==> config.mk <==
export PLATFORM = sky130hd
export DESIGN_NAME = ahb_slave_if_flat
export DESIGN_NICKNAME = d
export VERILOG_FILES = /design/src/rtl/ahb_apb_pkg.sv /design/src/rtl/ahb_slave_if_if.sv /design/src/rtl/ahb_addr_decoder.sv /design/src/rtl/ahb_slave_if.sv /design/src/flat_wrapper.sv
export SDC_FILE = /design/constraint.sdc
export NUM_CORES = 1
export LEC_CHECK = 0
export ABC_CLOCK_PERIOD_IN_PS = 3100
export BUFFER_PORTS_ARGS = -buffer_cell sky130_fd_sc_hd__buf_2
export CORE_ASPECT_RATIO = 1.5
export CORE_MARGIN = 2
export CORE_UTILIZATION = 49
export DETAILED_ROUTE_END_ITERATION = 10
export PLACE_DENSITY = 0.95
export SLEW_MARGIN = 15
export SYNTH_ARGS = -nofsm -noshare
export SYNTH_HDL_FRONTEND = slang
export SYNTH_SLANG_ARGS = --single-unit
==> constraint.sdc <==
create_clock -name Hclk -period 3.1 [get_ports Hclk]
set_input_delay 0.62 -clock Hclk [delete_from_list [all_inputs] [get_ports Hclk]]
set_output_delay 0.62 -clock Hclk [all_outputs]
set_load 0.02 [all_outputs]
==> src/rtl/ahb_apb_pkg.sv <==
// Shared encodings for the AHB side of the AHB-to-APB bridge.
package ahb_apb_pkg;

    // AHB transfer types
    localparam logic [1:0] HTRANS_IDLE   = 2'b00;
    localparam logic [1:0] HTRANS_BUSY   = 2'b01;
    localparam logic [1:0] HTRANS_NONSEQ = 2'b10;
    localparam logic [1:0] HTRANS_SEQ    = 2'b11;

    // AHB responses
    localparam logic [1:0] HRESP_OKAY  = 2'b00;
    localparam logic [1:0] HRESP_ERROR = 2'b01;

    // Transfer sizes the APB side can accept
    localparam logic [2:0] HSIZE_BYTE = 3'b000;
    localparam logic [2:0] HSIZE_HALF = 3'b001;
    localparam logic [2:0] HSIZE_WORD = 3'b010;

    // One-hot APB slave selects
    localparam logic [2:0] SEL_NONE = 3'b000;
    localparam logic [2:0] SEL_SLV0 = 3'b001;
    localparam logic [2:0] SEL_SLV1 = 3'b010;
    localparam logic [2:0] SEL_SLV2 = 3'b100;

    // Two-cycle AHB ERROR response tracker
    typedef enum logic [1:0] {
        ERR_OKAY = 2'b00,
        ERR_ERR1 = 2'b01,
        ERR_ERR2 = 2'b10
    } err_state_t;

endpackage

==> src/rtl/ahb_slave_if_if.sv <==
// Bus bundle between the AHB master side and the bridge's AHB front end.
interface ahb_slave_if_if;
    import ahb_apb_pkg::*;

    logic        Hwrite;
    logic        Hreadyin;
    logic [1:0]  Htrans;
    logic [2:0]  Hsize;
    logic [31:0] Haddr;
    logic [31:0] Hwdata;
    logic [31:0] Prdata;
    logic        valid;
    logic [31:0] Haddr1;
    logic [31:0] Haddr2;
    logic [31:0] Hwdata1;
    logic [31:0] Hwdata2;
    logic        Hwritereg;
    logic [2:0]  tempselx;
    logic [31:0] Hrdata;
    logic [1:0]  Hresp;
    logic        Hready_err;

    modport master (
        output Hwrite, Hreadyin, Htrans, Hsize, Haddr, Hwdata, Prdata,
        input  valid, Haddr1, Haddr2, Hwdata1, Hwdata2, Hwritereg,
               tempselx, Hrdata, Hresp, Hready_err
    );

    modport slave (
        input  Hwrite, Hreadyin, Htrans, Hsize, Haddr, Hwdata, Prdata,
        output valid, Haddr1, Haddr2, Hwdata1, Hwdata2, Hwritereg,
               tempselx, Hrdata, Hresp, Hready_err
    );

endinterface

==> src/rtl/ahb_addr_decoder.sv <==
// Combinational slave decode and legality check for an AHB address phase.
module ahb_addr_decoder
    import ahb_apb_pkg::*;
#(
    parameter logic [31:0] SLV0_BASE     = 32'h8000_0000,
    parameter logic [31:0] SLV1_BASE     = 32'h8400_0000,
    parameter logic [31:0] SLV2_BASE     = 32'h8800_0000,
    parameter int          SLV_SIZE_LOG2 = 26
) (
    input  logic [31:0] Haddr,
    input  logic [2:0]  Hsize,
    output logic [2:0]  tempselx,
    output logic        legal
);

    localparam logic [2:0][31:0] SLV_BASES  = {SLV2_BASE, SLV1_BASE, SLV0_BASE};
    localparam logic [2:0][2:0]  SEL_ONEHOT = {SEL_SLV2, SEL_SLV1, SEL_SLV0};

    logic [2:0] hit;
    logic       aligned;
    // Offset bits inside a window only matter for alignment (bits 1:0)
    logic       unused_addr_bits;

    assign unused_addr_bits = ^Haddr[SLV_SIZE_LOG2-1:2];

    generate
        for (genvar gi = 0; gi < 3; gi++) begin : g_hit
            assign hit[gi] = (Haddr[31:SLV_SIZE_LOG2] == SLV_BASES[gi][31:SLV_SIZE_LOG2]);
        end
    endgenerate

    // Merge window hits into the one-hot select
    always_comb begin
        tempselx = SEL_NONE;
        for (int i = 0; i < 3; i++) begin
            if (hit[i]) begin
                tempselx = tempselx | SEL_ONEHOT[i];
            end
        end
    end

    // Natural alignment for byte/half/word; wider sizes never fit the APB side
    always_comb begin
        aligned = 1'b0;
        case (Hsize)
            HSIZE_BYTE: aligned = 1'b1;
            HSIZE_HALF: aligned = ~Haddr[0];
            HSIZE_WORD: aligned = (Haddr[1:0] == 2'b00);
            default:    aligned = 1'b0;
        endcase
    end

    assign legal = (tempselx != SEL_NONE) && aligned;

endmodule

==> src/rtl/ahb_slave_if.sv <==
// AHB front end of the AHB-to-APB bridge: qualifies transfers, pipelines
// address/data/direction for the APB controller, and answers illegal
// transfers with a two-cycle AHB ERROR response.
module ahb_slave_if
    import ahb_apb_pkg::*;
#(
    parameter logic [31:0] SLV0_BASE     = 32'h8000_0000,
    parameter logic [31:0] SLV1_BASE     = 32'h8400_0000,
    parameter logic [31:0] SLV2_BASE     = 32'h8800_0000,
    parameter int          SLV_SIZE_LOG2 = 26
) (
    input  logic             Hclk,
    input  logic             Hresetn,
    ahb_slave_if_if.slave    bus
);

    logic [31:0] haddr1_reg;
    logic [31:0] haddr2_reg;
    logic [31:0] hwdata1_reg;
    logic [31:0] hwdata2_reg;
    logic        hwrite_reg;
    err_state_t  err_state_reg;
    err_state_t  err_state_next;
    logic        active;
    logic        legal;
    logic        illegal_req;

    ahb_addr_decoder #(
        .SLV0_BASE     (SLV0_BASE),
        .SLV1_BASE     (SLV1_BASE),
        .SLV2_BASE     (SLV2_BASE),
        .SLV_SIZE_LOG2 (SLV_SIZE_LOG2)
    ) u_decoder (
        .Haddr    (bus.Haddr),
        .Hsize    (bus.Hsize),
        .tempselx (bus.tempselx),
        .legal    (legal)
    );

    // Only NONSEQ and SEQ carry a real transfer
    always_comb begin
        active = 1'b0;
        case (bus.Htrans)
            HTRANS_NONSEQ, HTRANS_SEQ: active = 1'b1;
            HTRANS_IDLE, HTRANS_BUSY:  active = 1'b0;
            default:                   active = 1'b0;
        endcase
    end

    assign illegal_req = bus.Hreadyin & active & ~legal;

    // ERR1 is the stalled cycle of the error response; no new transfer is
    // accepted there, but ERR2 completes and accepts the next address phase.
    assign bus.valid  = Hresetn & bus.Hreadyin & active & legal & (err_state_reg != ERR_ERR1);
    assign bus.Hrdata = bus.Prdata;

    // Address/data/direction pipeline; holds whenever the bus is stalled
    always_ff @(posedge Hclk or negedge Hresetn) begin
        if (!Hresetn) begin
            haddr1_reg  <= '0;
            haddr2_reg  <= '0;
            hwdata1_reg <= '0;
            hwdata2_reg <= '0;
            hwrite_reg  <= 1'b0;
        end else if (bus.Hreadyin) begin
            haddr1_reg  <= bus.Haddr;
            haddr2_reg  <= haddr1_reg;
            hwdata1_reg <= bus.Hwdata;
            hwdata2_reg <= hwdata1_reg;
            hwrite_reg  <= bus.Hwrite;
        end
    end

    assign bus.Haddr1    = haddr1_reg;
    assign bus.Haddr2    = haddr2_reg;
    assign bus.Hwdata1   = hwdata1_reg;
    assign bus.Hwdata2   = hwdata2_reg;
    assign bus.Hwritereg = hwrite_reg;

    // Error FSM state register
    always_ff @(posedge Hclk or negedge Hresetn) begin
        if (!Hresetn) begin
            err_state_reg <= ERR_OKAY;
        end else begin
            err_state_reg <= err_state_next;
        end
    end

    // Error FSM next state and response outputs
    always_comb begin
        err_state_next = err_state_reg;
        bus.Hresp      = HRESP_OKAY;
        bus.Hready_err = 1'b1;
        case (err_state_reg)
            ERR_OKAY: begin
                if (illegal_req) begin
                    err_state_next = ERR_ERR1;
                end
            end
            ERR_ERR1: begin
                bus.Hresp      = HRESP_ERROR;
                bus.Hready_err = 1'b0;
                err_state_next = ERR_ERR2;
            end
            ERR_ERR2: begin
                bus.Hresp      = HRESP_ERROR;
                err_state_next = illegal_req ? ERR_ERR1 : ERR_OKAY;
            end
            default: begin
                err_state_next = ERR_OKAY;
            end
        endcase
    end

endmodule
==> src/flat_wrapper.sv <==
// flat-port wrapper written by rule: the top's interface ports become plain ports
module ahb_slave_if_flat import ahb_apb_pkg::*;
#(
    parameter logic [31:0] SLV0_BASE     = 32'h8000_0000,
    parameter logic [31:0] SLV1_BASE     = 32'h8400_0000,
    parameter logic [31:0] SLV2_BASE     = 32'h8800_0000,
    parameter int          SLV_SIZE_LOG2 = 26
)
  (Hclk, Hresetn, bus_Hwrite, bus_Hreadyin, bus_Htrans, bus_Hsize, bus_Haddr, bus_Hwdata, bus_Prdata, bus_valid, bus_Haddr1, bus_Haddr2, bus_Hwdata1, bus_Hwdata2, bus_Hwritereg, bus_tempselx, bus_Hrdata, bus_Hresp, bus_Hready_err);
  ahb_slave_if_if bus_i ();
  input  logic Hclk;
  input  logic Hresetn;
  input wire logic [$bits(bus_i.Hwrite)-1:0] bus_Hwrite;
  input wire logic [$bits(bus_i.Hreadyin)-1:0] bus_Hreadyin;
  input wire logic [$bits(bus_i.Htrans)-1:0] bus_Htrans;
  input wire logic [$bits(bus_i.Hsize)-1:0] bus_Hsize;
  input wire logic [$bits(bus_i.Haddr)-1:0] bus_Haddr;
  input wire logic [$bits(bus_i.Hwdata)-1:0] bus_Hwdata;
  input wire logic [$bits(bus_i.Prdata)-1:0] bus_Prdata;
  output wire logic [$bits(bus_i.valid)-1:0] bus_valid;
  output wire logic [$bits(bus_i.Haddr1)-1:0] bus_Haddr1;
  output wire logic [$bits(bus_i.Haddr2)-1:0] bus_Haddr2;
  output wire logic [$bits(bus_i.Hwdata1)-1:0] bus_Hwdata1;
  output wire logic [$bits(bus_i.Hwdata2)-1:0] bus_Hwdata2;
  output wire logic [$bits(bus_i.Hwritereg)-1:0] bus_Hwritereg;
  output wire logic [$bits(bus_i.tempselx)-1:0] bus_tempselx;
  output wire logic [$bits(bus_i.Hrdata)-1:0] bus_Hrdata;
  output wire logic [$bits(bus_i.Hresp)-1:0] bus_Hresp;
  output wire logic [$bits(bus_i.Hready_err)-1:0] bus_Hready_err;
  assign bus_i.Hwrite = bus_Hwrite;
  assign bus_i.Hreadyin = bus_Hreadyin;
  assign bus_i.Htrans = bus_Htrans;
  assign bus_i.Hsize = bus_Hsize;
  assign bus_i.Haddr = bus_Haddr;
  assign bus_i.Hwdata = bus_Hwdata;
  assign bus_i.Prdata = bus_Prdata;
  assign bus_valid = bus_i.valid;
  assign bus_Haddr1 = bus_i.Haddr1;
  assign bus_Haddr2 = bus_i.Haddr2;
  assign bus_Hwdata1 = bus_i.Hwdata1;
  assign bus_Hwdata2 = bus_i.Hwdata2;
  assign bus_Hwritereg = bus_i.Hwritereg;
  assign bus_tempselx = bus_i.tempselx;
  assign bus_Hrdata = bus_i.Hrdata;
  assign bus_Hresp = bus_i.Hresp;
  assign bus_Hready_err = bus_i.Hready_err;
  ahb_slave_if #(.SLV0_BASE(SLV0_BASE), .SLV1_BASE(SLV1_BASE), .SLV2_BASE(SLV2_BASE), .SLV_SIZE_LOG2(SLV_SIZE_LOG2)) u_core (.Hclk(Hclk), .Hresetn(Hresetn), .bus(bus_i));
endmodule
# Word-level counts from Yosys, hierarchy flattened
# Index checks and enable logic that the tools add are counted.
classes:
  eq_ne: 12
  n_mux: 10
  bitwise_logic: 8
  n_reduce_logical: 9
ops:
  columns: ["cell", "n"]
  rows:
  - ["== test 6 bit (second input constant)", 3]
  - ["AND 1 bit", 6]
  - ["== test 2 bit (second input constant)", 3]
  - ["zero test 2 bit", 3]
  - ["one-hot mux 2 bit (3 select lines)", 1]
  - ["OR reduction 2 bit", 3]
  - ["== test 2 x 1 -> 1 bit (second input constant)", 2]
  - ["2-to-1 mux 1 bit", 4]
  - ["2-to-1 mux 2 bit", 2]
  - ["inequality test 2 x 1 -> 1 bit (second input constant)", 2]
  - ["== test 3 x 1 -> 1 bit (second input constant)", 1]
  - ["== test 3 x 2 -> 1 bit (second input constant)", 1]
  - ["zero test 3 bit", 1]
  - ["2-to-1 mux 3 bit", 1]
  - ["one-hot mux 1 bit (3 select lines)", 1]
  - ["nonzero test 3 bit", 1]
  - ["NOT 1 bit", 2]
  - ["one-hot mux 1 bit (2 select lines)", 1]
  - ["logical AND 1 bit", 1]
totals:
  input_bits: 105
  regBits: 131
  elab_cells: 45
  output_inout_bits: 168

# Logic depth before layout (Yosys ltp)
# Gate-level depths: netlist (run 1).
depth:
  ltp_word: 10
  mapped_depth: 5
  depth_no_buf: 5

# Modules after synthesis
# From an unflattened synthesis (run 1), not the netlist that was laid out.
unflattened:
  hier_cells: 335
  area_unflattened_um2: 5810.6
modules_own_cells:
  columns: ["module", "seq_area_each_um2", "cells_per_inst", "n_inst", "area_per_inst_um2"]
  rows:
  - ["ahb_slave_if", 3278.1, 327, 1, 5733.0]
  - ["ahb_addr_decoder", 0.0, 8, 1, 77.6]

# Worst setup path before layout (run 1)
# No wires, ideal clock.
synth_path:
  kind: "input-to-output"
  from: "input bus_Haddr[29]"
  to: "output bus_valid"
  path_slack_ns: 0.699
  cell_stages: 3
  path_buffers: 0
  required_time_ns: 2.480
  arrival_ns: 1.781
  path_cell_list: "or4b_4 > a211oi_4 > and4_1"
synth_between:
  elab_chain_len: 8
  word_cells_on_any_way: 10
synth_lines:
  columns: ["element", "line", "rtl"]
  rows:
  - ["start, declared", "flat_wrapper.sv:17", "input wire logic [$bits(bus_i.Haddr)-1:0] bus_Haddr;"]
  - ["== test 6 bit", "ahb_addr_decoder.sv:28", "assign hit[gi] = (Haddr[31:SLV_SIZE_LOG2] == SLV_BASES[gi][31:SLV_SIZE_LOG2]);"]
  - ["2-to-1 mux 1 bit", "ahb_addr_decoder.sv:36", "if (hit[i]) begin"]
  - ["2-to-1 mux 2 bit", "ahb_addr_decoder.sv:36", null]
  - ["2-to-1 mux 3 bit (*)", "ahb_addr_decoder.sv:36", null]
  - ["nonzero test 3 bit (*)", "ahb_addr_decoder.sv:53", "assign legal = (tempselx != SEL_NONE) && aligned;"]
  - ["logical AND 1 bit (*)", "ahb_addr_decoder.sv:53", null]
  - ["AND 1 bit (*) (2 in a row)", "ahb_slave_if.sv:54", "assign bus.valid = Hresetn & bus.Hreadyin & active & legal & (err_state_reg != ERR_ERR1);"]
  - ["end, declared", "flat_wrapper.sv:20", "output wire logic [$bits(bus_i.valid)-1:0] bus_valid;"]
# Mark *: on every way between the ends. The rest lies on a longest branch, timed or not.

# Worst setup path in the final report (run 1)
# Same ends and word-level chain as after synthesis.

==> summary.txt, run 1 <==
GRT
  – Grt ovf: 0
  – Vias in the first global route: 3419
  – Largest net degree at the start of global routing: 130
  – Initial antenna violation count: 0
  – GRT Overall Usage: 19.1%
  – First-pass GRT wire length: 16500 um

Power and ir drop
  – P_leak: 3.35 nW
  – VDD IR max: 0.000486 V
  – Power per cell area: 781 nW/um2

STA
  – Final Hold Viols: 0
  – Max Slew Vio Count: 0
  – Worst slew pin tran: 0.926 ns
  – RSZ-0062 raised after global routing: false
  – Period Utilization, post-route: 85.7%
  – Skew final: 0.00555 ns
  – Max-slew headroom: 38.3%
  – Hold Slack: 0.432 ns
  – Final setup viols: 0
  – Max Fclk: 376 MHz
  – Final Critical Period: 2.66 ns
  – Final setup TNS: 0 ns

Clock tree
  – Post-cts gate resize count: 0
  – CTS Buffer Depth: 2
  – H-tree levels: 4
  – CTS tree: built
  – Clk slew on worst S/H paths: 0.06 ns
  – CTS Sinks: 131
  – CTS Root Cell: clkbuf_16
  – Post-CTS Setup Bufs: 0
  – Worst-skew pair later-pin latency: 0.40 ns
  – CTS buffer count: 17

Setup path
  – Reg2reg path depth: 5
  – Worst reg-to-reg setup slack: 1.76 ns
  – Crit. End Element: primary output
  – Startpoint types: input port
  – Worst Path Max Fanout: 4
  – CP Data Arrival Time: 2.04 ns
  – Required @ worst endpoint: 2.48 ns
  – FF-to-FF End: u_core.err_state_reg[0]
  – Worst r2r src: u_core.err_state_reg[1]
  – CP Class: in -> out

Min path
  – Hold EP: u_core.bus.Hwdata1[20]
  – Worst Hold Depth: 2
  – Hold crit path type: in -> reg
  – Hold_sp: bus_Hwdata[20]

Synth
  – Post-synth top area cell: dfrtp_1
  – Syn_nets: 444
  – Top cells by area, synth: dfrtp_1 62%, mux2_2 24%, buf_4 4.7%
  – Most frequent cells after synthesis: 131 x dfrtp_1, 111 x mux2_2, 33 x buf_4
  – Top-count cell post-synth: dfrtp_1
  – Number of flops mapped to enable cells by yosys: 0
  – Count of different cell masters after synthesis: 23
  – Synth Register Bits: 131
  – Register area share after synthesis: 62.3%
  – YS warnings: 0
  – Share of the synthesized area in the top cell type: 62.3%
  – Asr flop ratio synth: 100%
  – Avg Inst Size Synth: 15.8 um2
  – Post-Syn Area: 5260 um2
  – Post-synth top flop: dfrtp_1
  – Gate Count Post-Synth: 334

Placement
  – Routability Congestion: 0.756
  – Post-DP Area: 6210 um2
  – HPWL Detailed: 8010 um
  – Port Buf Inserts: 206
  – DP Cell Count: 640

Die
  – Chip height: 131 um
  – # IOs: 273
  – Row cnt: 46
  – Starting Density: 50.0%
  – Die area: 11600 um2
  – CORE AREA: 10500 um2
  – Die X: 88.6 um

Routing
  – Total number of vias: 3306
  – DR WL/cell: 16.6 um
  – Drt first pass iters: 4
  – 1st-iter DRT viols: 105
  – Drt via density: 4.91
  – Final WL: 11200 um
  – Drt drc: 0
  – Final antenna-violating net count: 0

Cells and area
  – P&R area growth vs syn: 31.8%
  – Net total in the final layout: 626
  – Finished Cell Area: 6940 um2
  – # diodes: 0
  – Share of layout cells above drive strength 1: 67.3%
  – Non-Filler Instances: 673

Run status
  – Status: finished clean

Run
  – Total of max-cap violations: 0
## cell type report
cell class | instances | area (um2)
inverters | 6 | 22.5
well taps | 144 | 180
repair buffers | 210 | 1080
clock inverters | 11 | 245
multi-input cells | 150 | 1660
clock buffers | 21 | 470
flip-flops and latches | 131 | 3280
fillers | 742 | 3600
## through the flow
stage	utilization, %	setup WS, ns	power (mW)
6_report	65.8	0.442	5.42
5_1_grt	65.8	0.397	5.64
4_1_cts	65.8	0.434	5.47
3_5_place_dp	59.0	0.461	3.07
3_3_place_gp	59.0	0.489	3.02
2_1_floorplan	-	0.699	2.73
## layout by cell type, fill, tap and decap left out, drive strengths merged
cell / n
a21o: 2
o211ai: 1
and4: 1
nand2b: 1
o21ai: 1
dfrtp: 131
buf: 209
inv: 8
nor3b: 2
ha: 5
or3: 1
nand2: 1
or4b: 1
bufinv: 7
clkbuf: 21
mux2: 130
a211oi: 1
dlygate4sd3: 1
nor3: 1
a2111oi: 1
conb: 1
clkinv: 2
## cells by family after synthesis
group	after synthesis	share of synthesized area [%]
DFF	131	62.3
muxes	130	27.9
buffers and inverters	53	6.23
and+or+nand+nor	8	1.21
AOI/OAI and AO/OA	6	1.14
adders and majority gates	5	1.19
other	1	0.0712
## worst max-delay path by stage
stage	startpoint	end	slack [ns]	cells past startpoint
final	bus_Haddr[29]	bus_valid	0.44	5
after global routing	bus_Haddr[29]	bus_valid	0.40	5
after CTS	bus_Haddr[29]	bus_valid	0.43	5
after detailed placement	bus_Haddr[29]	bus_valid	0.46	5
after global placement	bus_Haddr[29]	bus_valid	0.49	5
after floorplan	bus_Haddr[29]	bus_valid	0.70	3
## power breakdown
group          internal [mW]  switching (mW)  leakage, nW
logic                  0.401           0.572         1.47
registers               1.93           0.136         1.54
clock network           1.66           0.713        0.348
total                   4.00            1.42         3.35
## worst max-delay path: stages
cell and delay [ns]:
buf_2 0.10, or4b_4 0.58, a211oi_4 0.33, and4_1 0.23, buf_2 0.17
## what timing repair did
| item | in CTS | in global routing |
|---|---|---|
| hold buffers | 1 | 0 |
| setup endpoints to repair | 0 | 0 |
| endpoints found under the hold margin | 1 | 0 |
## per-layer routing
| metal | part of all wire [%] | global-route usage [%] | vias up |
|---|---|---|---|
| met4 | 6.0 | 14.8 | 0 |
| met2 | 55 | 34.8 | 149 |
| li1 | - | - | 1491 |
| met5 | 0 | 0 | - |
| met1 | 32 | 17.0 | 1606 |
| met3 | 6.2 | 5.53 | 60 |
Power figures use the tool's default switching activity.
==> inputs of run 2 (changes only) <==
PLACE_DENSITY = not set   (was 0.95)
PLACE_DENSITY_LB_ADDON = 0.3   (was not set)
==> run 2 against run 1 <==
Cell count is 0.30% lower; combinational power barely moved; core utilization fell by 1.0 points; first-iteration DRC count fell by 2.9%; clock power shrank 15%; worst hold slack worse by 0.074 ns; final area down 1.6%; die area unchanged; via count fell by 0.24%; setup slack worse by 0.0023 ns; critical path depth did not move; clock-buffer cell count is 1 lower; critical path type unchanged; largest cell class unchanged; largest power group is now sequential cells; highest routed layer is now met5.
==> summary.txt, run 2 (synthesized netlist as in run 1, its figures left out) <==
Die
  – Starting Density: 50.0%
  – Row cnt: 46
  – CORE AREA: 10500 um2
  – Chip height: 131 um
  – Die area: 11600 um2
  – Die X: 88.6 um
  – # IOs: 273

Placement
  – HPWL Detailed: 7560 um
  – Port Buf Inserts: 206
  – Routability Congestion: 0.746
  – Place WS: 0.438 ns
  – Post-DP Area: 6210 um2

Routing
  – Drt drc: 0
  – Final WL: 10900 um
  – Drt via density: 4.92
  – 1st-iter DRT viols: 102
  – Final antenna-violating net count: 0
  – DR WL/cell: 16.2 um
  – Drt first pass iters: 4
  – Total number of vias: 3298

Setup path
  – CP max stage cell: or4b_4
  – Worst Path Max Fanout: 4
  – Worst reg-to-reg setup slack: 1.66 ns
  – CP Class: in -> out
  – CP Data Arrival Time: 2.04 ns
  – Most frequent CP cell: buf_2
  – Reg2reg path depth: 5
  – Required @ worst endpoint: 2.48 ns
  – Crit. End Element: primary output
  – FF-to-FF End: u_core.err_state_reg[0]
  – Worst r2r src: u_core.err_state_reg[0]
  – CP peak stage delay: 0.58 ns
  – Startpoint types: input port
  – Worst-path cell chain: buf_2 -> or4b_4 -> a211oi_4 -> and4_1 -> buf_2

Clock tree
  – Clk slew on worst S/H paths: 0.06 ns
  – H-tree levels: 4
  – CTS tree: built
  – CTS Sinks: 131
  – CTS Root Cell: clkbuf_16
  – CTS Buffer Depth: 2
  – Post-cts gate resize count: 0
  – Worst-skew pair later-pin latency: 0.40 ns
  – Post-CTS Setup Bufs: 0
  – CTS buffer count: 17
  – Number of hold buffers added after cts: 0

Run
  – Total of max-cap violations: 0

Cells and area
  – P&R area growth vs syn: 29.7%
  – # diodes: 0
  – Most frequent cells in the layout: 204 x buf_2, 131 x dfrtp_1, 111 x mux2_2
  – Share of layout cells above drive strength 1: 67.4%
  – Finished Cell Area: 6830 um2
  – Net total in the final layout: 624
  – Commonest non-fill, non-tap cell in the layout: buf_2

STA
  – Max Slew Vio Count: 0
  – Final Hold Viols: 0
  – Final Critical Period: 2.66 ns
  – Skew final: 0.00628 ns
  – Max Fclk: 376 MHz
  – RSZ-0062 raised after global routing: false
  – Max-slew headroom: 55.2%
  – Hold Slack: 0.358 ns
  – Period Utilization, post-route: 85.8%
  – Worst slew pin tran: 0.673 ns
  – Slack of the critical path: 0.440 ns
  – Final setup TNS: 0 ns
  – Final setup viols: 0

Power and ir drop
  – Flop pwr share: 40.8%
  – Clock Power Share: 40.1%
  – Int Pwr: 3.64 mW
  – VDD IR max: 0.000474 V
  – Power Total: 5.07 mW
  – Power per cell area: 742 nW/um2
  – Net switching power: 1.42 mW
  – Switching Fraction: 28.1%
  – P_leak: 3.30 nW
  – Gate power share: 19.2%

GRT
  – Largest net degree at the start of global routing: 132
  – GRT Overall Usage: 18.7%
  – Grt ovf: 0
  – First-pass GRT wire length: 16200 um
  – Vias in the first global route: 3349
  – Initial antenna violation count: 1

Min path
  – Hold crit path type: in -> async

Run status
  – Status: finished clean
[run 2: how the worst max path moves through the flow]
stage	from	to	slack [ns]	depth (start not counted)
finish	bus_Haddr[29]	bus_valid	0.44	5
global route	bus_Haddr[29]	bus_valid	0.42	5
CTS	bus_Haddr[29]	bus_valid	0.43	5
detailed placement	bus_Haddr[29]	bus_valid	0.44	5
global placement	bus_Haddr[29]	bus_valid	0.47	5
floorplan	bus_Haddr[29]	bus_valid	0.70	3
[run 2: worst max-delay path, delay by kind of cell]
family	cells	cell delay [ns]
AND/OR/NAND/NOR	2	0.82
AO/OA/AOI/OAI	1	0.33
buffers and inverters	2	0.27
[run 2: per-stage QoR]
step	std cells	util (%)
4_1_cts	671	64.8
3_5_place_dp	639	59.0
3_3_place_gp	639	59.0
5_1_grt	671	64.8
2_1_floorplan	334	-
6_report	671	64.8
[run 2: cell type report]
| class | count | area [um2] |
|---|---|---|
| well taps | 144 | 180 |
| fillers | 820 | 3710 |
| inverters | 6 | 22.5 |
| clock inverters | 12 | 155 |
| multi-input cells | 150 | 1660 |
| clock buffers | 20 | 457 |
| repair buffers | 208 | 1080 |
| flip-flops and latches | 131 | 3280 |
[run 2: power groups by stage]
stage	clock, mW	sequential (mW)	combinational (mW)
2_1_floorplan	0	2.35	0.387
3_5_place_dp	0	2.10	0.981
3_3_place_gp	0	2.08	0.957
6_report	2.03	2.07	0.971
4_1_cts	2.07	2.07	0.986
5_1_grt	2.16	2.10	1.04
[run 2: layer usage]
layer	vias up	wire, um	global-route usage, %
met4	2	280	10.2
met3	38	793	6.72
met2	135	5960	33.0
li1	1487	-	-
met5	-	13	0
met1	1636	3810	18.7
